**config.mk**
```make
export PLATFORM = sky130hd
export DESIGN_NAME = layer_act_reader
export DESIGN_NICKNAME = d
export VERILOG_FILES = /design/src/rtl/layer_act_reader.sv
export SDC_FILE = /design/constraint.sdc
export NUM_CORES = 1
export LEC_CHECK = 0
export ABC_AREA = 1
export CAP_MARGIN = 5
export CORE_ASPECT_RATIO = 1.75
export CORE_MARGIN = 8
export CORE_UTILIZATION = 45
export DETAILED_ROUTE_END_ITERATION = 16
export HOLD_SLACK_MARGIN = 0.03
export PLACE_DENSITY_LB_ADDON = 0.25
export SYNTH_ARGS = -nofsm -noshare
export SYNTH_HDL_FRONTEND = slang
export SYNTH_SLANG_ARGS = --single-unit
```
**constraint.sdc**
```tcl
create_clock -name ap_clk -period 7 [get_ports ap_clk]
set_input_delay 0.7 -clock ap_clk [delete_from_list [all_inputs] [get_ports ap_clk]]
set_output_delay 0.7 -clock ap_clk [all_outputs]
set_load 0.01 [all_outputs]
```
**src/rtl/layer_act_reader.sv**
```systemverilog
// Streams one frame of NUM_WORDS activation words from a 1-cycle-latency BRAM to an AXI-Stream port.
// Optional TLAST output enabled by defining LAYER_ACT_READER_TLAST_EN.
module layer_act_reader #(
  parameter int unsigned DWIDTH    = 16,
  parameter int unsigned AWIDTH    = 13,
  parameter int unsigned NUM_WORDS = 8192
) (
  input  logic              ap_clk,
  input  logic              ap_rst,
  input  logic              SyncSig_V,
  input  logic              SyncSig_V_ap_vld,
  output logic              SyncSig_V_ap_ack,
  output logic [AWIDTH-1:0] ActBuf_Data_address0,
  output logic              ActBuf_Data_ce0,
  input  logic [DWIDTH-1:0] ActBuf_Data_q0,
  output logic [DWIDTH-1:0] reluRes_V_V_TDATA,
  output logic              reluRes_V_V_TVALID,
  input  logic              reluRes_V_V_TREADY,
  output logic              frame_done
`ifdef LAYER_ACT_READER_TLAST_EN
  ,
  output logic              reluRes_V_V_TLAST
`endif
);

  typedef enum logic [2:0] {StIdle, StAck, StRead, StDrain, StDone} state_e;

  localparam logic [AWIDTH-1:0] LastAddr = AWIDTH'(NUM_WORDS - 1);

  state_e            state_q, state_d;
  logic              tok_q;
  logic [AWIDTH-1:0] cnt_q, addr_q;
  logic              rd_vld_q;
  logic [DWIDTH-1:0] fifo_data_q [2];
  logic              wr_ptr_q, rd_ptr_q;
  logic [1:0]        count_q;
`ifdef LAYER_ACT_READER_TLAST_EN
  logic              rd_last_q;
  logic [1:0]        fifo_last_q;
`endif

  logic       fifo_valid, push, pop, room, issue, ack, done;
  logic [2:0] occ_eff;

  assign fifo_valid = (count_q != 2'd0);
  assign push       = rd_vld_q;
  assign pop        = fifo_valid && reluRes_V_V_TREADY;
  // A pop this cycle frees a slot in time for the read issued now, giving 1 word/cycle.
  assign occ_eff    = {1'b0, count_q} + {2'b00, rd_vld_q} - {2'b00, pop};
  assign room       = (occ_eff < 3'd2);

  always_comb begin
    state_d = state_q;
    ack     = 1'b0;
    issue   = 1'b0;
    done    = 1'b0;
    unique case (state_q)
      StIdle:  if (SyncSig_V_ap_vld) state_d = StAck;
      StAck: begin
        ack     = 1'b1;
        state_d = tok_q ? StRead : StIdle;
      end
      StRead: begin
        if (room) begin
          issue = 1'b1;
          if (cnt_q == LastAddr) state_d = StDrain;
        end
      end
      StDrain: if (!fifo_valid && !rd_vld_q) state_d = StDone;
      StDone: begin
        done    = 1'b1;
        state_d = StIdle;
      end
      default: state_d = StIdle;
    endcase
  end

  always_ff @(posedge ap_clk) begin
    if (ap_rst) begin
      state_q        <= StIdle;
      tok_q          <= 1'b0;
      cnt_q          <= '0;
      addr_q         <= '0;
      rd_vld_q       <= 1'b0;
      fifo_data_q[0] <= '0;
      fifo_data_q[1] <= '0;
      wr_ptr_q       <= 1'b0;
      rd_ptr_q       <= 1'b0;
      count_q        <= 2'd0;
`ifdef LAYER_ACT_READER_TLAST_EN
      rd_last_q      <= 1'b0;
      fifo_last_q    <= 2'b00;
`endif
    end else begin
      state_q  <= state_d;
      rd_vld_q <= issue;
      if (state_q == StIdle && SyncSig_V_ap_vld) tok_q <= SyncSig_V;
      if (issue) begin
        addr_q <= cnt_q;
        cnt_q  <= cnt_q + AWIDTH'(1);
      end else if (state_q == StDone) begin
        cnt_q <= '0;
      end
`ifdef LAYER_ACT_READER_TLAST_EN
      rd_last_q <= issue && (cnt_q == LastAddr);
      if (push) fifo_last_q[wr_ptr_q] <= rd_last_q;
`endif
      if (push) begin
        fifo_data_q[wr_ptr_q] <= ActBuf_Data_q0;
        wr_ptr_q              <= ~wr_ptr_q;
      end
      if (pop) rd_ptr_q <= ~rd_ptr_q;
      case ({push, pop})
        2'b10:   count_q <= count_q + 2'd1;
        2'b01:   count_q <= count_q - 2'd1;
        default: count_q <= count_q;
      endcase
    end
  end

  // Outputs are forced low while reset is held so they read 0 in the reset cycle itself.
  assign SyncSig_V_ap_ack     = ack && !ap_rst;
  assign ActBuf_Data_ce0      = issue && !ap_rst;
  assign ActBuf_Data_address0 = ap_rst ? '0 : (issue ? cnt_q : addr_q);
  assign reluRes_V_V_TVALID   = fifo_valid && !ap_rst;
  assign reluRes_V_V_TDATA    = reluRes_V_V_TVALID ? fifo_data_q[rd_ptr_q] : '0;
  assign frame_done           = done && !ap_rst;
`ifdef LAYER_ACT_READER_TLAST_EN
  assign reluRes_V_V_TLAST    = reluRes_V_V_TVALID && fifo_last_q[rd_ptr_q];
`endif

endmodule

```
==> results, run 1 <==
- The worst register-to-register path has a setup slack of 3.87 ns.
- In this run, placement finished with an instance count of 497.
- The critical path contains buffers and inverters numbering 4 combined.
- The number of failing hold endpoints at the final stage was 0.
- In the routed design, unresolved DRC markers number 0.
- The critical path goes through clkdlybuf4s50_1 > inv_1 > nor3_1 > nor2_1 > nor2_1 > inv_1 > fa_1 > nand3_2 > nor2_4 > o21ai_0 > a21oi_1 > clkdlybuf4s50_1.
- The number of resized instances in the post-cts repair step is 0.
- Buffers inserted to repair hold after CTS numbered 0.
- The arithmetic-cell share of the synthesized area counting full adders, half adders and majority gates is 0.0102.
- The starting utilization of the core area is 0.466.
- The worst setup path is captured at a primary output.
- The endpoint of the most critical setup path is ActBuf_Data_address0[7].
- In the finished design, the share of the clock period the worst path needs comes to 0.701.
- Across all layers, the routed design uses 2521 vias.
- The kind of cell with the highest combined delay along the critical path is simple AND/OR/NAND/NOR gates.
- In this run the remaining antenna-violating nets after routing total 0.
- For the final database, setup skew stands at 0.00680 ns.
- In this design, the stage delay of the slowest critical-path cell is 0.69 ns.
- The area of the placeable core is 6860 um^2.
- The die boundary height is 128 um.
- Yosys printed 0 warnings.
- The antenna diode count is 0.
- The synthesized area per cell is 8.59 um^2.
- After synthesis, the largest family of logic cells by area is simple AND/OR/NAND/NOR gates.
- Summed over all layers, the routed wires come to 6730 um.
- The maximum number of pins on one net before global-route repair is 40.
- The run finished with clean final reports.
- The net count after synthesis is 395.
- The first detailed-routing pass ran for 4 iterations.
- The highest ir drop seen on vdd is 211 uV.
- The worst-margin pin slew is 0.902 ns.
- Routability-driven placement finished with a final weighted congestion of 0.836.
- For this run, the total global-route usage over all layers was measured as 0.140.
- Among all stages on the critical path, the largest delay is contributed by sky130_fd_sc_hd__nor2_4.
- The critical path runs through a total of 12 cells.
- The minimum clock period after layout is 4.91 ns.
- The number of standard-cell rows in the floorplan is 40.
- Summed over all nets, the half-perimeter wirelength after detailed placement is 4770 um.
- Overall power consumption after layout is estimated at 1.27 mW.
- The maximum fanout encountered on the critical timing path is 39.
- The die area is 10200 um^2.
- The static leakage is 1.71 nW.
- The tool flagged a number of max-cap violations equal to 0.
- Clock tree synthesis inserted a total of 9 buffers.
- The compound-gate portion of the synthesized area is 0.0814.
- Counting flops with an async set or reset pin after synthesis yields a share of 0.
- Summed over all failing endpoints, the final setup total negative slack is 0 ns.
- The final worst setup slack is 2.09 ns.
- The final setup violation count is 0.
- The worst register-to-register path ends at addr_q[1]$_DFF_P_.
- Static timing analysis puts the maximum clock frequency at 204 MHz.
- The number of flops mapped to enable cells by yosys is 32.
- The startpoint kind of the worst setup timing path is an input pin.
- Prior to clock tree synthesis, the placed netlist has a worst setup slack of 2.08 ns.
- The critical path arrival is 4.21 ns.
- For this design the ratio of total power to cell area is 313 nW/um^2.
- The via count of the first global-routing pass is 2573.
- The maximum count of clock buffers along a single path is 2.
- The post-layout instance count excluding filler cells is 513.
- In this run the critical register-to-register path is launched from count_q[1]$_SDFFE_PP0N_.
- The H-tree generated during clock tree synthesis spans 3 levels.
- The number of pins exceeding their max-slew limit in the final report was 0.
- The area growth from synthesis to layout is 26.6%.
- Synthesis produced 372 cells.
- At the worst endpoint, the required time is 6.30 ns.
- The die is 79.7 um wide.
- The buffers inserted during post-CTS setup optimization is 0.
- The launch instance of the worst min-delay path is rd_ptr_q$_SDFFE_PP0P_.
- The total overflow reported by the global router is 0.
- Of the total synthesized cell area, the portion taken by AND, OR, NAND and NOR gates is 0.231.
- The clock network latency to the later pin of the worst-skew pair is 0.33 ns.
- The synthesized-area fraction occupied by xor and xnor cells is 0.
- For this run, the register share of the synthesized area comes to 0.526.
- The count of buffers inserted at the top-level ports is 53.
- The tightest min-delay check is of the reg2reg type.
- The global-route wire length before repair is 11200 um.
- In this run the cell area of the synthesized design comes to 3200 um^2.
- In this run the clock root is driven by a sky130_fd_sc_hd__clkbuf_16.
- The share of layout cells above drive strength 1 is 0.121.
- The critical path start-end classification is in2out.
- After detailed routing, the average wire length per cell comes to 13.1 um.
- The register bit count reported by yosys is 68.
- After the first detailed-routing iteration, the DRC count stood at 156.
- Clock-pin slew was measured on the worst setup and hold paths at 0.05 ns.
- The initial antenna violation count was 0.
- The mux contribution to synthesized area is 0.0564.
- For this design the top-level I/O count stands at 54.
- The worst setup path startpoint is reluRes_V_V_TREADY.
- Among all flip-flop cells after synthesis, the most frequent one is sky130_fd_sc_hd__dfxtp_1.
- The CTS tree is yes.
- In the routed layout, each cell is associated on average with a via count of 4.91.
- In the final design database the tool counted 447 nets.
- Setup repair after global routing left no endpoint under its margin.
- The length in cells of the worst reg-to-reg path is 11.
- The worst pin sits at a relative slew slack of 0.397.
- The unique cell type count in the Yosys netlist is 31.
- The number of sinks handled by clock tree synthesis is 68.
power by group:
| part | internal [mW] | leakage (nW) | switching (mW) |
|---|---|---|---|
| Clock | 0.273 | 0.139 | 0.158 |
| Combinational | 0.145 | 0.944 | 0.182 |
| Sequential | 0.476 | 0.624 | 0.0329 |
| Total | 0.895 | 1.71 | 0.373 |
per-stage QoR:
stage / instance area (um^2) / util / hold WS (ns)
floorplan: 3200 / - / 0.424
global placement: 3760 / 0.549 / 0.440
detailed placement: 3760 / 0.549 / 0.445
CTS: 4050 / 0.590 / 0.453
global route: 4050 / 0.590 / 0.473
finish: 4050 / 0.590 / 0.450
flip-flops by register name, summed over array words and instances, names as in the netlist, named ones only:
name and cells:
rd_ptr_q 1, tok_q 1, fifo_data_q 32, cnt_q 13, addr_q 13, push 1
wr_ptr_q 1, state_q 3, count_q 2
layout make-up:
type	count	area, um^2
flip-flops and latches	68	1680
well taps	84	105
repair buffers	54	538
clock inverters	5	52.6
inverters	60	225
fillers	623	2810
clock buffers	11	233
multi-input cells	231	1210
routing by layer:
| metal | up-vias | global-route usage | share of wire |
|---|---|---|---|
| met5 | - | 0 | 0 |
| met4 | 0 | 0.0878 | 0.029 |
| met3 | 17 | 0.0414 | 0.052 |
| met2 | 52 | 0.250 | 0.53 |
| met1 | 1168 | 0.133 | 0.39 |
| li1 | 1284 | - | - |
worst min path at each step:
stage                                  to  slack (ns)  cells after the start
floorplan              tok_q$_SDFFE_PP0P_        0.42                      2
global placement    rd_ptr_q$_SDFFE_PP0P_        0.44                      1
detailed placement  rd_ptr_q$_SDFFE_PP0P_        0.45                      1
CTS                                  flop        0.45                      1
global route                         flop        0.47                      1
finish              rd_ptr_q$_SDFFE_PP0P_        0.45                      1
placed cells by master (no fill, tap or decap), types with 2 or more instances in the layout:
master / n
sky130_fd_sc_hd__nor2_1: 66
sky130_fd_sc_hd__nand2_1: 66
sky130_fd_sc_hd__inv_1: 55
sky130_fd_sc_hd__clkdlybuf4s50_1: 53
sky130_fd_sc_hd__dfxtp_1: 36
sky130_fd_sc_hd__edfxtp_1: 32
sky130_fd_sc_hd__a21oi_1: 22
sky130_fd_sc_hd__o21ai_0: 18
sky130_fd_sc_hd__mux2_2: 16
sky130_fd_sc_hd__nand3_1: 15
sky130_fd_sc_hd__clkbuf_16: 9
sky130_fd_sc_hd__nor3_1: 5
sky130_fd_sc_hd__inv_2: 4
sky130_fd_sc_hd__nor2_4: 3
sky130_fd_sc_hd__a211oi_2: 3
sky130_fd_sc_hd__nor2_2: 3
sky130_fd_sc_hd__clkinv_2: 3
sky130_fd_sc_hd__nand2_2: 2
sky130_fd_sc_hd__nand3_2: 2
sky130_fd_sc_hd__nor3b_2: 2
sky130_fd_sc_hd__clkbuf_1: 2
cell families after synthesis:
group,Yosys count
AO/OA/AOI/OAI,46
adder cells (fa/ha/maj),2
buffers and inverters,73
flip-flops,68
multiplexers,16
AND/OR/NAND/NOR,167
cell usage after synthesis, types with 2 or more instances:
| master | count | area, um^2 |
|---|---|---|
| sky130_fd_sc_hd__nand3_1 | 15 | 75.1 |
| sky130_fd_sc_hd__nor2_2 | 3 | 18.8 |
| sky130_fd_sc_hd__nand2_2 | 2 | 12.5 |
| sky130_fd_sc_hd__nor3b_2 | 2 | 25.0 |
| sky130_fd_sc_hd__nand2_1 | 66 | 248 |
| sky130_fd_sc_hd__buf_4 | 4 | 30.0 |
| sky130_fd_sc_hd__inv_1 | 55 | 206 |
| sky130_fd_sc_hd__edfxtp_1 | 32 | 961 |
| sky130_fd_sc_hd__o21ai_0 | 18 | 90.1 |
| sky130_fd_sc_hd__nor2_4 | 3 | 33.8 |
| sky130_fd_sc_hd__a21oi_1 | 22 | 110 |
| sky130_fd_sc_hd__nor2_1 | 66 | 248 |
| sky130_fd_sc_hd__buf_1 | 2 | 7.51 |
| sky130_fd_sc_hd__nand3_2 | 2 | 20.0 |
| sky130_fd_sc_hd__a211oi_2 | 3 | 37.5 |
| sky130_fd_sc_hd__buf_2 | 5 | 25.0 |
| sky130_fd_sc_hd__inv_2 | 4 | 15.0 |
| sky130_fd_sc_hd__mux2_2 | 16 | 180 |
| sky130_fd_sc_hd__nor3_1 | 5 | 25.0 |
| sky130_fd_sc_hd__dfxtp_1 | 36 | 721 |
(Power assumes the default switching activity.)
==> run 2: changes to the inputs <==
==> constraint.sdc (replaced) <==
create_clock -name ap_clk -period 5.1 [get_ports ap_clk]
set_input_delay 0.51 -clock ap_clk [delete_from_list [all_inputs] [get_ports ap_clk]]
set_output_delay 0.51 -clock ap_clk [all_outputs]
set_load 0.01 [all_outputs]
==> results, run 2 (synthesis gave the netlist of run 1 again) <==
- The critical path goes through clkdlybuf4s50_1 > inv_1 > nor3_1 > nor2_1 > nor2_1 > inv_1 > fa_1 > nand3_2 > nor2_4 > nor2_1 > a211oi_2 > clkdlybuf4s50_1.
- The number of hold-repair buffers added at the cts stage is 0.
- After clock tree synthesis, the repair step resized 0 gates.
- Summed over all failing endpoints, the final setup total negative slack is 0 ns.
- The number of failing hold endpoints at the final stage is 0.
- The count of maximum capacitance violations is 0.
- The number of search-and-repair iterations in the first detailed-routing pass is 4.
- Setup repair after global routing left no endpoint under its margin.
- The number of pins exceeding their max-slew limit in the final report is 0.
- In the layout the commonest cells are 66 x sky130_fd_sc_hd__nor2_1, 66 x sky130_fd_sc_hd__nand2_1, 55 x sky130_fd_sc_hd__inv_1, 53 x sky130_fd_sc_hd__clkdlybuf4s50_1, 36 x sky130_fd_sc_hd__dfxtp_1.
- The minimum clock period after layout is 4.33 ns.
- The global-route wire length before repair is 11200 um.
- The area growth from synthesis to layout is 28.6%.
- The total non-filler cell area in the finished layout is 4110 um^2.
- The number of flip-flops under the largest register name is 32.
- The cell area power density is 450 nW/um^2.
- The area of placed instances is 3780 um^2.
- The buffers inserted during post-CTS setup optimization is 0.
- The maximum fanout encountered on the critical timing path is 30.
- In the routed layout, each cell is associated on average with a via count of 4.85.
- Setup violations remaining at the end of the flow were counted as 0.
- In the final routed layout, each cell accounts on average for 12.8 um.
- The final worst clock skew is 0.00374 ns.
- TritonCTS built the clock tree.
- The final worst setup slack is 0.773 ns.
- The H-tree depth is 3.
- The count of nets left with antenna violations once routing finished came out at 0.
- The highest attainable clock frequency is 231 MHz.
- The worst-margin pin slew is 0.893 ns.
- Summed over all cells, the static leakage comes to 1.74 nW.
- The endpoint of the worst-slack reg-to-reg timing path is cnt_q[0]$_SDFFE_PP0P_.
- The initial antenna violation count is 0.
- The final period utilization is 0.848.
- The maximum number of pins on one net before global-route repair is 31.
- The via count of the first global-routing pass is 2550.
- The number of cells on the worst hold path is 1.
- The run finished with clean final reports.
- The placer's final routability congestion estimate is 0.867.
- The largest individual stage delay along the critical path comes from the cell sky130_fd_sc_hd__clkdlybuf4s50_1.
- After clock tree synthesis, the clock-pin slew on the worst setup and hold paths is 0.05 ns.
- The data required time at the worst endpoint is 4.59 ns.
- The share of layout cells above drive strength 1 is 0.125.
- Summed over all nets, the half-perimeter wirelength after detailed placement is 4740 um.
- The highest ir drop seen on vdd is 313 uV.
- The kind of end point of the critical path is a primary output.
- The worst setup path startpoint is reluRes_V_V_TREADY.
- The later pin in the worst-skew pair is clocked with a latency of 0.33 ns.
- The length in cells of the worst reg-to-reg path is 12.
- The die boundary height is 128 um.
- The area of the placeable core is 6860 um^2.
- The critical path start-end classification is in2out.
- The cell sitting at the root of the clock tree is a sky130_fd_sc_hd__clkbuf_16.
- The number of antenna diodes in the final layout is 0.
- The worst hold path begins at rd_ptr_q$_SDFFE_PP0P_.
- For this run the aggregate overflow at the end of global routing stands at 0.
- Input and output buffers added on the ports amount to 53.
- For this run, the post-layout net count is 449.
- The startpoint kind of the worst setup timing path is an input pin.
- The overall power is 1.85 mW.
- The detailed-route DRC error count is 0.
- The number of standard-cell rows in the floorplan is 40.
- The number of sinks handled by clock tree synthesis is 68.
- The die is 79.7 um wide.
- In this run the critical register-to-register path is launched from count_q[1]$_SDFFE_PP0N_.
- The delay of the slowest cell on the worst path is 0.59 ns.
- The class of the tightest hold or removal check is reg2reg.
- The die area is 10200 um^2.
- The cell with the most instances on the worst path is sky130_fd_sc_hd__nor2_1.
- Data on the critical path arrives at its endpoint at 3.82 ns.
- For flop-to-flop paths, the worst setup slack is 2.05 ns.
- The number of DRC markers in iteration 0 is 117.
- Across every metal layer, demand over resource in global routing totals 0.140.
- The maximum count of clock buffers along a single path is 2.
- Ranked by flip-flop count, first place goes to fifo_data_q.
- For this block, the routed nets add up to 6610 um of wire.
- The worst slack at placement is 0.771 ns.
- For this configuration, the core starts out at a cell density of 0.466.
- The largest registers in the layout are fifo_data_q: 32 flops, addr_q: 13 flops, cnt_q: 13 flops.
- The number of top-level design ports is 54.
- Detailed routing inserted a total of 2500 vias.
- TritonCTS created 9 clock buffers.
- The max-slew headroom at the worst pin is 0.403.
[run 2: cell types whose count changed in the layout (fill, tap and decap cells not counted), sizes merged]
cell,change
buf,+2
bufinv,+2
clkinvlp,-1
clkinv,-1
[run 2: through the flow]
step	cells	hold WS, ns	util
floorplan	372	0.424	-
global placement	499	0.437	0.551
detailed placement	499	0.444	0.551
CTS	515	0.452	0.599
global route	515	0.477	0.599
finish	515	0.449	0.599
[run 2: power breakdown]
part / total, mW / switching (mW) / internal, mW
registers: 0.698 / 0.0446 / 0.654
clock network: 0.692 / 0.217 / 0.475
logic: 0.457 / 0.251 / 0.206
[run 2: worst max-delay path, delay by kind of cell]
kind / cells / cell delay [ns]
AND/OR/NAND/NOR: 6 / 1.42
AO/OA/AOI/OAI: 1 / 0.20
buffers and inverters: 4 / 1.20
adder cells (fa/ha/maj): 1 / 0.50
[run 2: cell type report]
cell class	instances	area (um^2)
clock buffer	11	233
clock inverter	5	100
fill	603	2750
inverter	60	225
multi-input combinational	231	1210
sequential	68	1680
tap	84	105
timing repair buffer	56	553
[run 2: how the worst max path moves through the flow]
stage / to / slack [ns] / depth (start not counted)
after floorplan: ActBuf_Data_address0[5] / 2.21 / 11
after global placement: ActBuf_Data_address0[4] / 0.86 / 12
after detailed placement: ActBuf_Data_address0[4] / 0.77 / 12
after CTS: ActBuf_Data_address0[11] / 0.74 / 12
after global routing: ActBuf_Data_address0[0] / 0.42 / 12
final: ActBuf_Data_address0[11] / 0.77 / 12
[run 2: layer usage]
metal / global-route usage / vias up / part of all wire
met3: 0.0478 / 14 / 0.058
met4: 0.0768 / 0 / 0.027
met1: 0.133 / 1137 / 0.39
met5: 0 / - / 0
met2: 0.252 / 54 / 0.53
li1: - / 1295 / -
